===== src/rtl/maze_env_responder.sv =====
// -----------------------------------------------------------------------------
// maze_env_responder
//
// Environment side of the Q-learning agent's action-request interface. The
// agent hands over one action per act_valid/act_ready handshake. The block
// moves an internal position on an 8x8 grid and answers with next state,
// signed reward and an episode-done flag over a resp_valid/resp_ready
// handshake.
//
// Optional feature macro: MAZE_STEP_LIMIT_EN
//   defined   -> an 8-bit per-episode step counter ends the episode after
//                MAX_STEPS moves, in addition to reaching GOAL_STATE.
//   undefined -> the episode ends only when GOAL_STATE is entered.
//
// Ports
//   clk            in   1   system clock, rising edge
//   rst_n          in   1   asynchronous active-low reset
//   act_valid      in   1   agent presents an action
//   act_ready      out  1   block can accept an action (IDLE only)
//   action         in   4   one-hot: 0001 up, 0010 down, 0100 left, 1000 right
//   resp_valid     out  1   response fields valid (RESP only)
//   resp_ready     in   1   agent accepts the response
//   next_state     out  6   {row[2:0], col[2:0]} after the move
//   next_reward    out  16  signed two's-complement reward
//   done           out  1   episode ended with this response
//   current_state  out  6   position register, always visible
//   episode_cnt    out  16  completed episodes, wraps 65535 -> 0
// -----------------------------------------------------------------------------
module maze_env_responder #(
  parameter logic [5:0]         START_STATE = 6'd0,
  parameter logic [5:0]         GOAL_STATE  = 6'd63,
  parameter logic [63:0]        WALL_MAP    = 64'h0,
  parameter logic signed [15:0] R_GOAL      = 16'sd100,
  parameter logic signed [15:0] R_WALL      = -16'sd10,
  parameter logic signed [15:0] R_STEP      = -16'sd1,
  parameter logic [7:0]         MAX_STEPS   = 8'd64
) (
  input  logic               clk,
  input  logic               rst_n,
  input  logic               act_valid,
  output logic               act_ready,
  input  logic [3:0]         action,
  output logic               resp_valid,
  input  logic               resp_ready,
  output logic [5:0]         next_state,
  output logic signed [15:0] next_reward,
  output logic               done,
  output logic [5:0]         current_state,
  output logic [15:0]        episode_cnt
);

  typedef enum logic [1:0] {
    IDLE    = 2'd0,
    COMPUTE = 2'd1,
    RESP    = 2'd2
  } state_t;

  state_t state_reg, state_next;

  logic [3:0]         action_reg;
  logic [5:0]         cur_reg;
  logic [5:0]         ns_reg;
  logic signed [15:0] rew_reg;
  logic               done_reg;
  logic [15:0]        ep_reg;

  // Move evaluation (combinational, consumed in COMPUTE)
  logic [2:0]         row;
  logic [2:0]         col;
  logic [5:0]         cand;
  logic               off_grid;
  logic               illegal;
  logic               blocked;
  logic               hit_goal;
  logic [5:0]         ns_next;
  logic signed [15:0] rew_next;
  logic               done_next;

  // Handshake qualifiers
  logic act_fire;
  logic resp_fire;
  logic episode_end;

  assign act_fire    = (state_reg == IDLE) && act_valid;
  assign resp_fire   = (state_reg == RESP) && resp_ready;
  assign episode_end = resp_fire && done_reg;

  // ---------------------------------------------------------------------------
  // Candidate move. Row 0 is the top of the grid, so "up" decrements the row.
  // The candidate index is computed even for off-grid moves (it wraps); it is
  // never used in that case because off_grid forces the blocked path.
  // ---------------------------------------------------------------------------
  assign row = cur_reg[5:3];
  assign col = cur_reg[2:0];

  always_comb begin
    cand     = cur_reg;
    off_grid = 1'b0;
    illegal  = 1'b0;
    case (action_reg)
      4'b0001: begin
        off_grid = (row == 3'd0);
        cand     = {row - 3'd1, col};
      end
      4'b0010: begin
        off_grid = (row == 3'd7);
        cand     = {row + 3'd1, col};
      end
      4'b0100: begin
        off_grid = (col == 3'd0);
        cand     = {row, col - 3'd1};
      end
      4'b1000: begin
        off_grid = (col == 3'd7);
        cand     = {row, col + 3'd1};
      end
      default: begin
        // Zero or multiple bits set: not a valid move.
        illegal = 1'b1;
      end
    endcase
  end

  assign blocked  = off_grid || illegal || WALL_MAP[cand];
  assign hit_goal = !blocked && (cand == GOAL_STATE);

  always_comb begin
    ns_next  = cand;
    rew_next = R_STEP;
    if (blocked) begin
      ns_next  = cur_reg;
      rew_next = R_WALL;
    end else if (hit_goal) begin
      rew_next = R_GOAL;
    end
  end

`ifdef MAZE_STEP_LIMIT_EN
  // ---------------------------------------------------------------------------
  // Per-episode step counter. The comparison uses the incremented value so
  // the MAX_STEPS-th move of an episode is the one that reports done. A goal
  // hit already ends the episode, so the limit only adds the timeout case;
  // the reward for that move is unchanged.
  // ---------------------------------------------------------------------------
  logic [7:0] step_reg;
  logic [7:0] step_inc;

  assign step_inc  = step_reg + 8'd1;
  assign done_next = hit_goal || (step_inc == MAX_STEPS);

  always_ff @(posedge clk or negedge rst_n) begin
    if (!rst_n) begin
      step_reg <= 8'd0;
    end else if (state_reg == COMPUTE) begin
      step_reg <= step_inc;
    end else if (episode_end) begin
      step_reg <= 8'd0;
    end
  end
`else
  // Without the step limit, only the goal ends an episode.
  logic [7:0] unused_max_steps;

  assign unused_max_steps = MAX_STEPS;
  assign done_next        = hit_goal;
`endif

  // ---------------------------------------------------------------------------
  // FSM: state register
  // ---------------------------------------------------------------------------
  always_ff @(posedge clk or negedge rst_n) begin
    if (!rst_n) begin
      state_reg <= IDLE;
    end else begin
      state_reg <= state_next;
    end
  end

  // ---------------------------------------------------------------------------
  // FSM: next state and handshake outputs
  // ---------------------------------------------------------------------------
  always_comb begin
    state_next = state_reg;
    act_ready  = 1'b0;
    resp_valid = 1'b0;
    case (state_reg)
      IDLE: begin
        act_ready = 1'b1;
        if (act_valid) begin
          state_next = COMPUTE;
        end
      end
      COMPUTE: begin
        state_next = RESP;
      end
      RESP: begin
        resp_valid = 1'b1;
        if (resp_ready) begin
          state_next = IDLE;
        end
      end
      default: begin
        state_next = IDLE;
      end
    endcase
  end

  // ---------------------------------------------------------------------------
  // Datapath registers. The response fields only load in COMPUTE, so they stay
  // stable for as long as the agent stalls in RESP.
  // ---------------------------------------------------------------------------
  always_ff @(posedge clk or negedge rst_n) begin
    if (!rst_n) begin
      action_reg <= 4'd0;
      cur_reg    <= START_STATE;
      ns_reg     <= START_STATE;
      rew_reg    <= 16'sd0;
      done_reg   <= 1'b0;
      ep_reg     <= 16'd0;
    end else begin
      if (act_fire) begin
        action_reg <= action;
      end

      if (state_reg == COMPUTE) begin
        ns_reg   <= ns_next;
        rew_reg  <= rew_next;
        done_reg <= done_next;
        cur_reg  <= ns_next;
      end

      // The agent has seen the terminal response: start the next episode.
      if (episode_end) begin
        cur_reg <= START_STATE;
        ep_reg  <= ep_reg + 16'd1;
      end
    end
  end

  assign next_state    = ns_reg;
  assign next_reward   = rew_reg;
  assign done          = done_reg;
  assign current_state = cur_reg;
  assign episode_cnt   = ep_reg;

endmodule


===== config.mk =====
export PLATFORM = sky130hd
export DESIGN_NAME = maze_env_responder
export DESIGN_NICKNAME = d
export VERILOG_FILES = /design/src/rtl/maze_env_responder.sv
export SDC_FILE = /design/constraint.sdc
export NUM_CORES = 1
export LEC_CHECK = 0
export CAP_MARGIN = 20
export CORE_MARGIN = 2
export CORE_UTILIZATION = 44
export DETAILED_ROUTE_END_ITERATION = 16
export PLACE_DENSITY = 0.78
export SETUP_SLACK_MARGIN = 0.02
export SYNTH_ARGS = -nofsm -noshare
export SYNTH_HDL_FRONTEND = slang
export SYNTH_SLANG_ARGS = --single-unit

===== constraint.sdc =====
create_clock -name clk -period 1.95 [get_ports clk]
set_input_delay 0.2925 -clock clk [delete_from_list [all_inputs] [get_ports clk]]
set_output_delay 0.2925 -clock clk [all_outputs]
set_load 0.05 [all_outputs]

# Word level (Yosys, flattened, before mapping)

Memories as Yosys holds them, arrays and structs flattened.
Cells that the tools add are included.

Bits in registers: 51
Memory bits (read-only): 64
Bits of input ports: 8
Output and inout bits: 47
Word-level logic and storage cells: 52
Memories kept: 1

Add/sub/neg operators: 5
$lt $le $gt $ge: 1
Equality and inequality tests: 11
Muxes and demuxes: 14
Reductions and logical operators: 13

Memories:

| name            | words | bits a word | rd ports | clocked after memory_dff | write ports | line | RTL |
|---|---|---|---|---|---|---|---|
| (no name shown) | 64    | 1           | 1        | 0                        | 0           | 124  | `assign blocked = off_grid \|\| illegal \|\| WALL_MAP[cand];` |

Operator list:

| operator                                                    | number |
|---|---|
| two-way mux 16 bit                                          | 2 |
| case mux 6 bit (4 select lines)                             | 1 |
| two-way mux 6 bit                                           | 3 |
| adder 16 x 1 -> 16 bit (second input constant)              | 1 |
| less-than comparator 6 x 7 -> 1 bit (second input constant) | 1 |
| adder 3 x 1 -> 3 bit (second input constant)                | 2 |
| == test 3 bit (second input constant)                       | 2 |
| == test 6 bit (second input constant)                       | 1 |
| zero test 3 bit                                             | 2 |
| case mux 2 bit (3 select lines)                             | 1 |
| subtractor 3 x 1 -> 3 bit (second input constant)           | 2 |
| == test 4 x 1 -> 1 bit (second input constant)              | 1 |
| == test 4 x 2 -> 1 bit (second input constant)              | 1 |
| == test 4 x 3 -> 1 bit (second input constant)              | 1 |
| == test 4 bit (second input constant)                       | 1 |
| logical AND 1 bit                                           | 4 |
| two-way mux 1 bit                                           | 4 |
| two-way mux 2 bit                                           | 2 |
| inequality test 2 bit (second input constant)               | 2 |
| case mux 1 bit (4 select lines)                             | 1 |
| OR reduction 4 bit                                          | 1 |
| == test 2 x 1 -> 1 bit (second input constant)              | 1 |
| == test 2 bit (second input constant)                       | 1 |
| zero test 2 bit                                             | 1 |
| 4 further kinds                                             | 5 |

# Depth between registers and ports, before layout

Depth after elaboration: 9
Depth in mapped cells: 8
Gate-level depth less buffers: 7

# Least setup slack after synthesis

No wires, ideal clock.

Path kind: flip-flop to flip-flop
Start point: register cur_reg[4], in the netlist current_state[4]
End point: register rew_reg[14], in the netlist next_reward[14]
Setup time: 0.140 ns
Arrival time: 2.276 ns
Data required time: 1.810 ns
Setup slack: -0.466 ns
Stages on the path, launching flop included: 9
Path buffers: 1
Period minus slack after synthesis: 2.416 ns
Path through: dfrtp_1 -> clkbuf_1 -> inv_1 -> fa_1 -> or3b_1 -> a21oi_2 -> xnor2_1 -> nor3_2 -> a31oi_1

Longest elaborated chain between the ends: 9
Elaborated cells on any way between the ends: 15
Those cells by class: 2 x add/sub; 2 x eq/ne; 5 x mux; 5 x reduce/logical; 1 x memory

Ends and longest elaborated chain:

| what                                                                     | line     | RTL |
|---|---|---|
| start: declaration                                                       | 61       | `logic [5:0] cur_reg;` |
| start signal: assignment                                                 | 229      | `cur_reg <= ns_next;` |
| adder 3 x 1 -> 3 bit / subtractor 3 x 1 -> 3 bit (equally long branches) | 107, 103 |  |
| case mux 6 bit (4 select lines)                                          | 100      | `case (action_reg)` |
| memory (64 x 1 bit)                                                      | n/a      |  |
| two-way mux 1 bit (not written as such)                                  | 124      |  |
| logical OR 1 bit                                                         | 124      |  |
| zero test 1 bit                                                          | 125      | `assign hit_goal = !blocked && (cand == GOAL_STATE);` |
| logical AND 1 bit                                                        | 125      |  |
| two-way mux 16 bit                                                       | 133      | `end else if (hit_goal) begin` |
| two-way mux 16 bit *                                                     | 130      | `if (blocked) begin` |
| end signal: assignment                                                   | 227      | `rew_reg <= rew_next;` |
| end: declaration                                                         | 63       | `logic signed [15:0] rew_reg;` |

Every way passes the cells marked *; elsewhere a longest branch is shown, timed or not. The select of a mux whose other input is x is not followed.
A chain may end at the register's enable or synchronous reset.

# Worst setup path after layout

Start point: register action_reg[1]
End point: register rew_reg[14], in the netlist next_reward[14]

Longest elaborated chain between the ends: 9
Elaborated cells on any way between the ends: 17
Those cells by class: 5 x eq/ne; 6 x mux; 5 x reduce/logical; 1 x memory

Ends and longest elaborated chain:

| what                                                                               | line | RTL |
|---|---|---|
| start: declaration                                                                 | 60   | `logic [3:0] action_reg;` |
| start signal: assignment                                                           | 222  | `action_reg <= action;` |
| == test 4 bit (tied with other cells)                                              | 100  |  |
| case mux 6 bit (4 select lines) / OR reduction 4 bit (equally long branches)       | n/a  |  |
| memory (64 x 1 bit) / two-way mux 1 bit (equally long branches)                    | n/a  |  |
| two-way mux 1 bit (not written as such) / logical OR 1 bit (equally long branches) | 124  |  |
| logical OR 1 bit                                                                   | 124  |  |
| zero test 1 bit                                                                    | 125  |  |
| logical AND 1 bit                                                                  | 125  |  |
| two-way mux 16 bit                                                                 | 133  |  |
| two-way mux 16 bit *                                                               | 130  |  |

Marks and branches as above.

==> flow_metrics.tcl <==
set metrics [dict create \
    outcome "finished, violations left" \
    violations "negative setup slack" \
    ys_seq_area_share_pct 43.8 \
    cp_cell_sequence "nor4b_4 > fa_2 > or3b_4 > a21oi_4 > xnor2_4 > nor3_2 > a31oi_1" \
    n_fill_cell 380 \
    hold_viol_final 0 \
    yosysWarnings 0 \
    syn2layout_area_growth_pct 41.1 \
    yosysUniqueCellTypes 54 \
    core_um2 4750 \
    routed_wl_um 5110 \
    r2r-start "action_reg[1]" \
    tns_ns -0.554 \
    start_util_pct 45.6 \
    syn-cell-area_um2 2170 \
    cp-start-kind "flip-flop" \
    ios 55 \
    routed_via_density 5.13 \
    largest_reg_flops 16 \
    whs_path_depth 1 \
    rsz0062_at_grt "true" \
    clock.fmax_ghz 0.476 \
    drc 0 \
    drive_above_1_share_pct 33.3 \
    place_congestion 0.807 \
    crit_slowest_cell "dfrtp_2" \
    rows 25 \
    post-route-period-util_pct 108 \
    drtPass1Iterations 4 \
    hold_end "episode_cnt[15]" \
    total_leakage_power_nw 1.34 \
    cp_data_arrival_time_ns 2.27 \
    drv_cap 0 \
    place_hpwl_um 3820 \
    cpLargestDelayFamily "simple AND/OR/NAND/NOR gates" \
    grt_remaining_overflow 0 \
    ir_worst_vdd_mv 0.716 \
    n_antenna_cell 0 \
    worst_pin_slew_ns 0.515 \
    async_reset_ff_share_pct 100 \
    numCtsBuffers 5 \
    h-tree-depth 2 \
    maxSlewViolCount 0 \
    grt_max_degree 22 \
    port_buffers 54 \
    r2r-end "next_reward[14]" \
    postLayoutCoreUtil_pct 64.4 \
    finClkSkew_ns 0.00988 \
    cts_root_buffer "clkbuf_8" \
    max_stage_delay_ns 0.44 \
    synth_top_area_cell "dfrtp_1" \
    cp.depth 7 \
    wl_per_cell_um 14.4 \
    syn_nets 228 \
    timing.hold.ws_ns 0.480 \
    setup_ws_ns -0.149 \
    critPathMaxFanout 4 \
    synthTopCellsByArea "dfrtp_1, xnor2_1, buf_4" \
    ff2ff_setup_slack_ns -0.15 \
    nNetsFinal 298 \
    period_needed_ns 2.10 \
    maxSlewHeadroom_pct 65.6 \
    syn_inst 217 \
    dieArea_um2 5510 \
    synth_edf_count 0 \
    cts.path.max_buffers 2 \
    clock_sinks 38 \
    synth_top_area_share_pct 43.8 \
    cts_tree "built" \
    final_antenna_net_count 0 \
    grtUsageTotal_pct 19.3 \
    drt_iter0_markers 90 \
    antenna_found_initial 0 \
    critical_path_class "flip-flop to flip-flop" \
    synth-main-ff-cell "dfrtp_1" \
    final-setup-viol-count 5 \
    power.density_nw_per_um2 1620 \
    die_h_um 74.2 \
    ys_seq_elements 38 \
    grt_pass1_wl_um 8190 \
    clk_pin_slew_worst_paths_ns 0.08 \
    grt_pass1_vias 1755 \
    hp-start "episode_cnt[15]" \
    clock_latency_ns 0.29 \
    cp.required_ns 2.12 \
    die_x_um 74.2 \
    vias 1821 \
    r2r_cells 7 \
    end_kind "flip-flop" \
    hp-class "flip-flop to flip-flop" \
    path_buf_inv 0 \
    avgSynthCellArea_um2 10.0 \
]
==> metal layers <==
metal  track usage (%)  wire, um
met1              24.0      2220
met2              33.9      2580
met3              4.34       241
met4              4.96        70
met5                 0         0
==> report_power, final <==
group          switching (W)  internal [W]
sequential          0.000265       0.00101
clock               0.000292      0.000380
combinational        0.00177       0.00125
==> final cells by class <==
class | count | area [um2] | area share [%]
sequential | 38 | 962 | 31.4
tap | 67 | 83.8 | 2.74
clock inverter | 3 | 45.0 | 1.47
inverter | 9 | 33.8 | 1.10
timing repair buffer | 88 | 757 | 24.7
multi-input combinational | 145 | 1110 | 36.3
clock buffer | 5 | 68.8 | 2.25
==> timing repair <==
action,4_1_cts,5_1_grt
setup buffers,4,2
pin swaps,12,4
hold buffers,1,0
hold endpoints to repair,19,0
endpoints found under the setup margin,5,10
resized for setup,9,8
==> per-stage QoR <==
stage | instance area, um2 | setup WS [ns] | total power [W] | instances
global placement | 2830 | -0.153 | 0.00399 | 342
detailed placement | 2830 | -0.241 | 0.00407 | 342
floorplan | 2210 | -0.225 | 0.00317 | 217
CTS | 3020 | -0.101 | 0.00489 | 355
finish | 3060 | -0.149 | 0.00497 | 355
global route | 3060 | -0.251 | 0.00525 | 355
==> cell usage in the layout (no fill, tap or decap), drive strengths merged, types with 3 or more instances in the layout <==
master	instances
mux2	4
o21ai	4
inv	9
nand2b	3
nand2	21
nor4b	3
nor3	8
nand4	6
a21oi	4
clkdlybuf4s50	35
clkbuf	5
buf	51
dfrtp	38
nor2b	4
o211ai	5
xor2	6
mux2i	6
nor2	16
xnor2	13
nand3	9
==> worst reg2reg max path: cells and delay by family, from the launching register on <==
kind / cells / cell delay, ns
AO/OA/AOI/OAI: 2 / 0.32
adder cells (fa/ha/maj): 1 / 0.36
flip-flops: 1 / 0.44
AND/OR/NAND/NOR: 3 / 0.73
XOR/XNOR: 1 / 0.12
==> cell families after synthesis <==
logic type,count (synthesis),synth area share (%)
and+or+nand+nor,87,23.0
DFF,38,43.8
buffers and inverters,34,8.82
AOI/OAI and AO/OA,26,9.40
xor gates and xnor gates,19,7.67
muxes,10,4.84
adders and majority gates,3,2.42
==> synthesized netlist by cell type, drive strengths merged (3+ instances only) <==
library cell  instances
mux2i                 6
inv                   9
nand2                21
clkbuf                6
o21ai                 4
dfrtp                38
nor2                 16
nand2b                3
mux2                  4
xor2                  6
nand4                 6
xnor2                13
buf                  19
nor4b                 3
nand3                 9
nor3                  8
o211ai                5
nor2b                 4
a21oi                 4
==> worst max path at each step <==
stage                           startpoint               to  slack (ns)
after floorplan           current_state[4]  next_reward[14]       -0.23
after global placement       action_reg[0]  next_reward[14]       -0.15
after detailed placement     action_reg[0]  next_reward[14]       -0.24
after CTS                    action_reg[1]  next_reward[14]       -0.10
after global routing         action_reg[2]  next_reward[14]       -0.25
final                        action_reg[1]  next_reward[14]       -0.15
No activity file was read; power rests on OpenSTA's default activity.
